==> config.mk <==
export PLATFORM = sky130hd
export DESIGN_NAME = ws2812_rgb_driver_flat
export DESIGN_NICKNAME = d
export VERILOG_FILES = /design/src/rtl/ws2812_rgb_driver_pkg.sv /design/src/rtl/ws2812_rgb_driver_if.sv /design/src/rtl/ws2812_rgb_driver_symbol_gen.sv /design/src/rtl/ws2812_rgb_driver.sv /design/src/flat_wrapper.sv
export SDC_FILE = /design/constraint.sdc
export NUM_CORES = 1
export LEC_CHECK = 0
export CAP_MARGIN = 20
export CELL_PAD_IN_SITES_DETAIL_PLACEMENT = 2
export CELL_PAD_IN_SITES_GLOBAL_PLACEMENT = 2
export CORE_MARGIN = 8
export CORE_UTILIZATION = 38
export DETAILED_ROUTE_END_ITERATION = 12
export HOLD_SLACK_MARGIN = 0.15
export PLACE_DENSITY_LB_ADDON = 0.2
export REMOVE_ABC_BUFFERS = 1
export SYNTH_ARGS = -nofsm -noshare
export SYNTH_HDL_FRONTEND = slang
export SYNTH_SLANG_ARGS = --single-unit
==> constraint.sdc <==
create_clock -name clk -period 4.8 [get_ports clk]
set_clock_uncertainty 0.15 [all_clocks]
set_input_delay 1.2 -clock clk [delete_from_list [all_inputs] [get_ports clk]]
set_output_delay 1.2 -clock clk [all_outputs]
set_load 0.005 [all_outputs]
==> src/rtl/ws2812_rgb_driver_pkg.sv <==
// Shared types, default WS2812 timing at 50 MHz and timer sizing helper.
// Latency: n/a (definitions only).
// Backpressure: n/a.
package ws2812_defs;

    // One LED colour word as it goes on the wire: G first, then R, then B.
    typedef struct packed {
        logic [7:0] g;
        logic [7:0] r;
        logic [7:0] b;
    } grb_t;

    // Default symbol timing in clk cycles at 50 MHz.
    localparam int DEF_T0H          = 20;
    localparam int DEF_T0L          = 43;
    localparam int DEF_T1H          = 40;
    localparam int DEF_T1L          = 23;
    localparam int DEF_RESET_CYCLES = 15000;

    // Word-level shifter state held by the top level.
    typedef enum logic [1:0] {
        ST_IDLE,
        ST_SHIFT,
        ST_RESET
    } drv_state_t;

    // Phase of the single symbol currently on the line.
    typedef enum logic [1:0] {
        SYM_IDLE,
        SYM_HIGH,
        SYM_LOW
    } sym_phase_t;

    function automatic int max_of(input int a, input int b, input int c,
                                  input int d, input int e);
        int m;
        m = a;
        if (b > m) m = b;
        if (c > m) m = c;
        if (d > m) m = d;
        if (e > m) m = e;
        return m;
    endfunction

    // Down-counters load the full value and count to 1, so one spare bit
    // beyond $clog2 keeps exact powers of two representable.
    function automatic int timer_width(input int a, input int b, input int c,
                                       input int d, input int e);
        return $clog2(max_of(a, b, c, d, e)) + 1;
    endfunction

endpackage

==> src/rtl/ws2812_rgb_driver_if.sv <==
// Colour-word handshake between the LED controller and the WS2812 driver.
// Latency: n/a (wiring only).
// Backpressure: driver accepts a word only while its one-word buffer is empty.
interface ws2812_rgb_driver_if;
    import ws2812_defs::*;

    logic ready;
    grb_t color;
    logic busy;
    logic data_latched;

    // Controller side: offers words, watches the latch pulse and busy.
    modport master (
        output ready,
        output color,
        input  busy,
        input  data_latched
    );

    // Driver side.
    modport slave (
        input  ready,
        input  color,
        output busy,
        output data_latched
    );

endinterface

==> src/rtl/ws2812_rgb_driver_symbol_gen.sv <==
// Generates one WS2812 symbol: T1H/T0H cycles high then T1L/T0L cycles low.
// Latency: led_out rises on the edge that samples start; done is high in the last low cycle.
// Backpressure: none; start is only legal while idle or in the done cycle, giving gap-free symbols.
module ws2812_symbol_gen
    import ws2812_defs::*;
#(
    parameter int T0H = DEF_T0H,
    parameter int T0L = DEF_T0L,
    parameter int T1H = DEF_T1H,
    parameter int T1L = DEF_T1L
) (
    input  logic clk,
    input  logic rst,
    input  logic start,
    input  logic bit_val,
    output logic led_out,
    output logic done
);

    localparam int TW = timer_width(T0H, T0L, T1H, T1L, 1);

    sym_phase_t    phase_q;
    sym_phase_t    phase_d;
    logic [TW-1:0] tmr_q;
    logic [TW-1:0] tmr_d;
    logic          bit_q;

    // Phase sequencing: count each phase down to 1, then move on; a start
    // overrides everything so the next symbol follows without a gap.
    always_comb begin
        phase_d = phase_q;
        tmr_d   = tmr_q;
        done    = 1'b0;
        case (phase_q)
            SYM_HIGH: begin
                if (tmr_q == TW'(1)) begin
                    phase_d = SYM_LOW;
                    tmr_d   = bit_q ? TW'(T1L) : TW'(T0L);
                end else begin
                    tmr_d = tmr_q - TW'(1);
                end
            end
            SYM_LOW: begin
                if (tmr_q == TW'(1)) begin
                    done    = 1'b1;
                    phase_d = SYM_IDLE;
                    tmr_d   = '0;
                end else begin
                    tmr_d = tmr_q - TW'(1);
                end
            end
            default: begin
                phase_d = SYM_IDLE;
            end
        endcase
        if (start) begin
            phase_d = SYM_HIGH;
            tmr_d   = bit_val ? TW'(T1H) : TW'(T0H);
        end
    end

    // Phase/timer registers; led_out is registered from the next phase so
    // the line level lines up exactly with the phase it belongs to.
    always_ff @(posedge clk) begin
        if (rst) begin
            phase_q <= SYM_IDLE;
            tmr_q   <= '0;
            bit_q   <= 1'b0;
            led_out <= 1'b0;
        end else begin
            phase_q <= phase_d;
            tmr_q   <= tmr_d;
            led_out <= (phase_d == SYM_HIGH);
            if (start) begin
                bit_q <= bit_val;
            end
        end
    end

endmodule

==> src/rtl/ws2812_rgb_driver.sv <==
// Serialises 24-bit GRB words MSB first onto the WS2812 line, then holds the latch low period.
// Latency: ready sampled at edge N -> data_latched at N+1 -> led_out high at N+2 from idle.
// Backpressure: one-word buffer; ready is ignored while it is full and for one cycle after a capture.
module ws2812_rgb_driver
    import ws2812_defs::*;
#(
    parameter int T0H          = DEF_T0H,
    parameter int T0L          = DEF_T0L,
    parameter int T1H          = DEF_T1H,
    parameter int T1L          = DEF_T1L,
    parameter int RESET_CYCLES = DEF_RESET_CYCLES
) (
    input  logic                   clk,
    input  logic                   rst,
    ws2812_rgb_driver_if.slave     up,
    output logic                   led_out
);

    localparam int RTW = timer_width(T0H, T0L, T1H, T1L, RESET_CYCLES);

    drv_state_t     state_q;
    drv_state_t     state_d;

    // Input buffer and handshake.
    grb_t           buf_q;
    logic           buf_valid_q;
    logic           latched_q;
    logic           capture;

    // Word shifter: bit 23 goes out straight from the buffer on load, so only
    // the remaining 23 bits are kept here, next bit always at [22].
    logic [22:0]    shift_q;
    logic [4:0]     bit_idx_q;
    logic [RTW-1:0] rst_tmr_q;

    logic           load_word;
    logic           next_bit;
    logic           enter_reset;
    logic           sym_start;
    logic           sym_bit;
    logic           sym_done;

    // The holdoff on latched_q swallows the stale ready the controller keeps
    // up for one cycle after it sees the pulse.
    assign capture         = up.ready && !buf_valid_q && !latched_q;
    assign up.data_latched = latched_q;
    assign up.busy         = (state_q != ST_IDLE) || buf_valid_q;

    // Word-level next state: start words, advance bits, chain buffered words
    // without a gap, or fall into the latch low period.
    always_comb begin
        state_d     = state_q;
        load_word   = 1'b0;
        next_bit    = 1'b0;
        enter_reset = 1'b0;
        sym_start   = 1'b0;
        sym_bit     = 1'b0;
        case (state_q)
            ST_IDLE: begin
                if (buf_valid_q) begin
                    load_word = 1'b1;
                    sym_start = 1'b1;
                    sym_bit   = buf_q.g[7];
                    state_d   = ST_SHIFT;
                end
            end
            ST_SHIFT: begin
                if (sym_done) begin
                    if (bit_idx_q != 5'd0) begin
                        next_bit  = 1'b1;
                        sym_start = 1'b1;
                        sym_bit   = shift_q[22];
                    end else if (buf_valid_q) begin
                        load_word = 1'b1;
                        sym_start = 1'b1;
                        sym_bit   = buf_q.g[7];
                    end else begin
                        enter_reset = 1'b1;
                        state_d     = ST_RESET;
                    end
                end
            end
            ST_RESET: begin
                if (rst_tmr_q == RTW'(1)) begin
                    state_d = ST_IDLE;
                end
            end
            default: begin
                state_d = ST_IDLE;
            end
        endcase
    end

    // State register.
    always_ff @(posedge clk) begin
        if (rst) begin
            state_q <= ST_IDLE;
        end else begin
            state_q <= state_d;
        end
    end

    // One-word input buffer and the one-cycle capture pulse.
    always_ff @(posedge clk) begin
        if (rst) begin
            buf_q       <= '0;
            buf_valid_q <= 1'b0;
            latched_q   <= 1'b0;
        end else begin
            latched_q <= capture;
            if (capture) begin
                buf_q       <= up.color;
                buf_valid_q <= 1'b1;
            end else if (load_word) begin
                buf_valid_q <= 1'b0;
            end
        end
    end

    // Shift register and bit counter for the word on the line.
    always_ff @(posedge clk) begin
        if (rst) begin
            shift_q   <= '0;
            bit_idx_q <= '0;
        end else if (load_word) begin
            shift_q   <= buf_q[22:0];
            bit_idx_q <= 5'd23;
        end else if (next_bit) begin
            shift_q   <= {shift_q[21:0], 1'b0};
            bit_idx_q <= bit_idx_q - 5'd1;
        end
    end

    // Latch low period counter, loaded as the last bit of a frame ends.
    always_ff @(posedge clk) begin
        if (rst) begin
            rst_tmr_q <= '0;
        end else if (enter_reset) begin
            rst_tmr_q <= RTW'(RESET_CYCLES);
        end else if (rst_tmr_q != '0) begin
            rst_tmr_q <= rst_tmr_q - RTW'(1);
        end
    end

    ws2812_symbol_gen #(
        .T0H (T0H),
        .T0L (T0L),
        .T1H (T1H),
        .T1L (T1L)
    ) u_symbol_gen (
        .clk     (clk),
        .rst     (rst),
        .start   (sym_start),
        .bit_val (sym_bit),
        .led_out (led_out),
        .done    (sym_done)
    );

endmodule

==> src/flat_wrapper.sv <==
// flat-port wrapper written by rule: the top's interface ports become plain ports
module ws2812_rgb_driver_flat import ws2812_defs::*;
#(
    parameter int T0H          = DEF_T0H,
    parameter int T0L          = DEF_T0L,
    parameter int T1H          = DEF_T1H,
    parameter int T1L          = DEF_T1L,
    parameter int RESET_CYCLES = DEF_RESET_CYCLES
)
  (clk, rst, led_out, up_ready, up_color, up_busy, up_data_latched);
  ws2812_rgb_driver_if up_i ();
  input  logic clk;
  input  logic rst;
  output logic led_out;
  input wire logic [$bits(up_i.ready)-1:0] up_ready;
  input wire logic [$bits(up_i.color)-1:0] up_color;
  output wire logic [$bits(up_i.busy)-1:0] up_busy;
  output wire logic [$bits(up_i.data_latched)-1:0] up_data_latched;
  assign up_i.ready = up_ready;
  assign up_i.color = up_color;
  assign up_busy = up_i.busy;
  assign up_data_latched = up_i.data_latched;
  ws2812_rgb_driver #(.T0H(T0H), .T0L(T0L), .T1H(T1H), .T1L(T1L), .RESET_CYCLES(RESET_CYCLES)) u_core (.clk(clk), .rst(rst), .up(up_i), .led_out(led_out));
endmodule
==> impl_metrics.env <==
export IMPL_worstPathCellList="or3_1 -> clkdlybuf4s50_1"
export IMPL_power_density_mw_per_mm2=465
export IMPL_min_from="u_core.rst_tmr_q[14]"
export IMPL_overflow=0
export IMPL_die_x_um=116
export IMPL_clkTransAtPathRegs_ps=80
export IMPL_status="finished clean"
export IMPL_hold_class="reg2reg"
export IMPL_numCtsBuffers=9
export IMPL_seq_area_frac_synth_pct=43.2
export IMPL_ctsHoldBuffers=0
export IMPL_fp_dieH_um=116
export IMPL_synthToLayoutAreaGrowth_pct=14.8
export IMPL_drtPass1Iterations=4
export IMPL_synth_edff_count=0
export IMPL_wl_per_cell_um=18.8
export IMPL_cts_htree_levels=3
export IMPL_initial_core_util_pct=39.1
export IMPL_holdPathEnd="u_core.rst_tmr_q[14]"
export IMPL_cts_setup_buffers=0
export IMPL_preCtsSetupSlack_ps=1520
export IMPL_drive_gt1_share_pct=6.81
export IMPL_grt_pass1_wl_um=18600
export IMPL_wl_um=11100
export IMPL_gp_congestion=0.793
export IMPL_vias=3423
export IMPL_synth_area_per_cell_um2=8.70
export IMPL_clock_sinks=82
export IMPL_layout_commonest_cell="dfxtp_1"
export IMPL_relSlewSlack_pct=35.8
export IMPL_grt_max_degree=41
export IMPL_hold_path_depth=2
export IMPL_critPathMaxFanout=11
export IMPL_finalHoldViolCount=0
export IMPL_p_total_mw=2.03
export IMPL_rsz0062_at_grt="false"
export IMPL_mostFrequentLayoutCells="dfxtp_1, nand2_1, a21oi_1, clkdlybuf4s50_1, inv_1"
export IMPL_yosysWarnings=0
export IMPL_dp_hpwl_um=7610
export IMPL_fin_crit_ps=3060
export IMPL_synth_flop_cell="dfxtp_1"
export IMPL_ir_drop_v=0.000237
export IMPL_path_class="reg2out"
export IMPL_slew_viol_final=0
export IMPL_grt_pass1_vias=3748
export IMPL_r2r_setup_slack_ps=1950
export IMPL_diodes=0
export IMPL_n_fill_cell=1118
export IMPL_drt_initial_drc_count=150
export IMPL_crit_path_end_kind="output port"
export IMPL_dpl_cell_area_mm2=0.00415
export IMPL_worstSkewPairLatency_ps=350
export IMPL_syn_area_mm2=0.00380
export IMPL_synth_async_reset_ratio_pct=0
export IMPL_synth_cell_types=59
export IMPL_start_kind="flop"
export IMPL_drc=0
export IMPL_cts_tree="done"
export IMPL_layout_setup_ws_ps=1740
export IMPL_via_per_inst=5.82
export IMPL_drv_cap=0
export IMPL_nets=485
export IMPL_stdcell_count=588
export IMPL_slowest_delay_ps=460
export IMPL_cp_arrival_ps=1710
export IMPL_r2r_end="u_core.buf_valid_q"
export IMPL_clock_path_buffers=2
export IMPL_cp_required_ps=3450
export IMPL_rows=36
export IMPL_postSynthCellCount=437
export IMPL_tightest_slew_ps=963
export IMPL_numPortBuffers=29
export IMPL_max_freq_mhz=327
export IMPL_pin_count=30
export IMPL_slowest_stage="clkdlybuf4s50_1"
export IMPL_finalSetupTns_ps=0
export IMPL_dieArea_mm2=0.0135
export IMPL_core_mm2=0.00973
export IMPL_reg2reg_from="u_core.u_symbol_gen.phase_q[0]"
export IMPL_placed_cells=572
export IMPL_ys_ff_latch=82
export IMPL_p_leak_nw=1.51
export IMPL_r2r_cells=6
export IMPL_antenna_found_initial=0
export IMPL_ant_nets=0
export IMPL_final_setup_viol_count=0
export IMPL_grt_util_all_layers_pct=17.4
export IMPL_design_area_mm2=0.00437
export IMPL_cts_root_buf="clkbuf_8"
export IMPL_post_cts_resized=0
export IMPL_period_share_pct=63.7
[stage by stage]
stage | util (%) | hold slack (ps)
detailed placement | 42.7 | 281
finish | 44.9 | 290
CTS | 44.8 | 294
global placement | 42.7 | 273
global route | 44.9 | 318
floorplan | - | 259
[worst max-delay path: cells and delay by family, from the launching register on]
family	cells	cell delay (ps)
simple gates	1	450
flops	1	440
buf+inv	1	460
[metal layers]
| layer | vias to the layer above | track usage [%] | routed length [um] |
|---|---|---|---|
| met2 | 35 | 31.7 | 5800 |
| met3 | 7 | 3.18 | 207 |
| li1 | 1651 | - | - |
| met5 | - | 0 | 0 |
| met1 | 1730 | 20.1 | 4950 |
| met4 | 0 | 4.93 | 108 |
[registers in the layout, summed over array words and instances (netlist names)]
name,flops
u_core.shift_q,23
u_core.u_symbol_gen.bit_q,1
u_core.buf_valid_q,1
u_core.up.data_latched,1
u_core.rst_tmr_q,15
u_core.u_symbol_gen.tmr_q,7
u_core.u_symbol_gen.phase_q,2
u_core.state_q,2
u_core.u_symbol_gen.led_out,1
u_core.buf_q,24
u_core.bit_idx_q,5
[power breakdown]
group	total (mW)	switching [mW]	internal (mW)
clock	0.536	0.246	0.291
sequential	0.853	0.0916	0.761
combinational	0.639	0.405	0.234
[cell usage after synthesis, types with 5 or more instances]
library cell / number / area (um^2)
nor2_1: 10 / 37.5
nand2b_1: 6 / 37.5
nor3b_1: 8 / 60.1
nor4b_1: 20 / 175
a211oi_1: 6 / 45.0
dfxtp_1: 82 / 1640
nor2b_1: 5 / 31.3
a21oi_1: 45 / 225
nor3_1: 15 / 75.1
a221o_1: 19 / 190
clkbuf_1: 25 / 93.8
a31oi_1: 7 / 43.8
ha_1: 7 / 87.6
inv_1: 21 / 78.8
o21ai_0: 15 / 75.1
nand2_1: 58 / 218
or3_1: 12 / 75.1
[cells by family (layout without fill, tap and decap cells)]
family / after synthesis / count (layout) / share of synthesized area [%]
AO/OA/AOI/OAI: 126 / 126 / 23.0
buffers and inverters: 52 / 70 / 5.50
AND/OR/NAND/NOR: 167 / 167 / 25.2
XOR/XNOR: 1 / 1 / 0.230
flip-flops: 82 / 82 / 43.2
multiplexers: 2 / 2 / 0.559
adder cells (fa/ha/maj): 7 / 7 / 2.30
[layout make-up]
| cell class | instances | area (um^2) | area share [%] |
|---|---|---|---|
| clock inverter | 3 | 65.1 | 1.49 |
| clock buffer | 12 | 135 | 3.10 |
| timing repair buffer | 34 | 327 | 7.48 |
| tap | 133 | 166 | 3.81 |
| inverter | 21 | 78.8 | 1.81 |
| sequential | 82 | 1640 | 37.6 |
| multi-input combinational | 303 | 1950 | 44.7 |
[worst max path at each step]
stage,start,endpoint,slack (ps),cells after the start
after floorplan,u_core.u_symbol_gen.phase_q[0],u_core.buf_valid_q,2360,6
after global placement,up_ready,u_core.buf_valid_q,1650,4
after detailed placement,up_ready,u_core.buf_valid_q,1520,4
after CTS,u_core.state_q[0],up_busy,1710,2
after global routing,u_core.state_q[0],up_busy,1680,2
final,u_core.state_q[0],up_busy,1740,2
(Power assumes the default switching activity.)
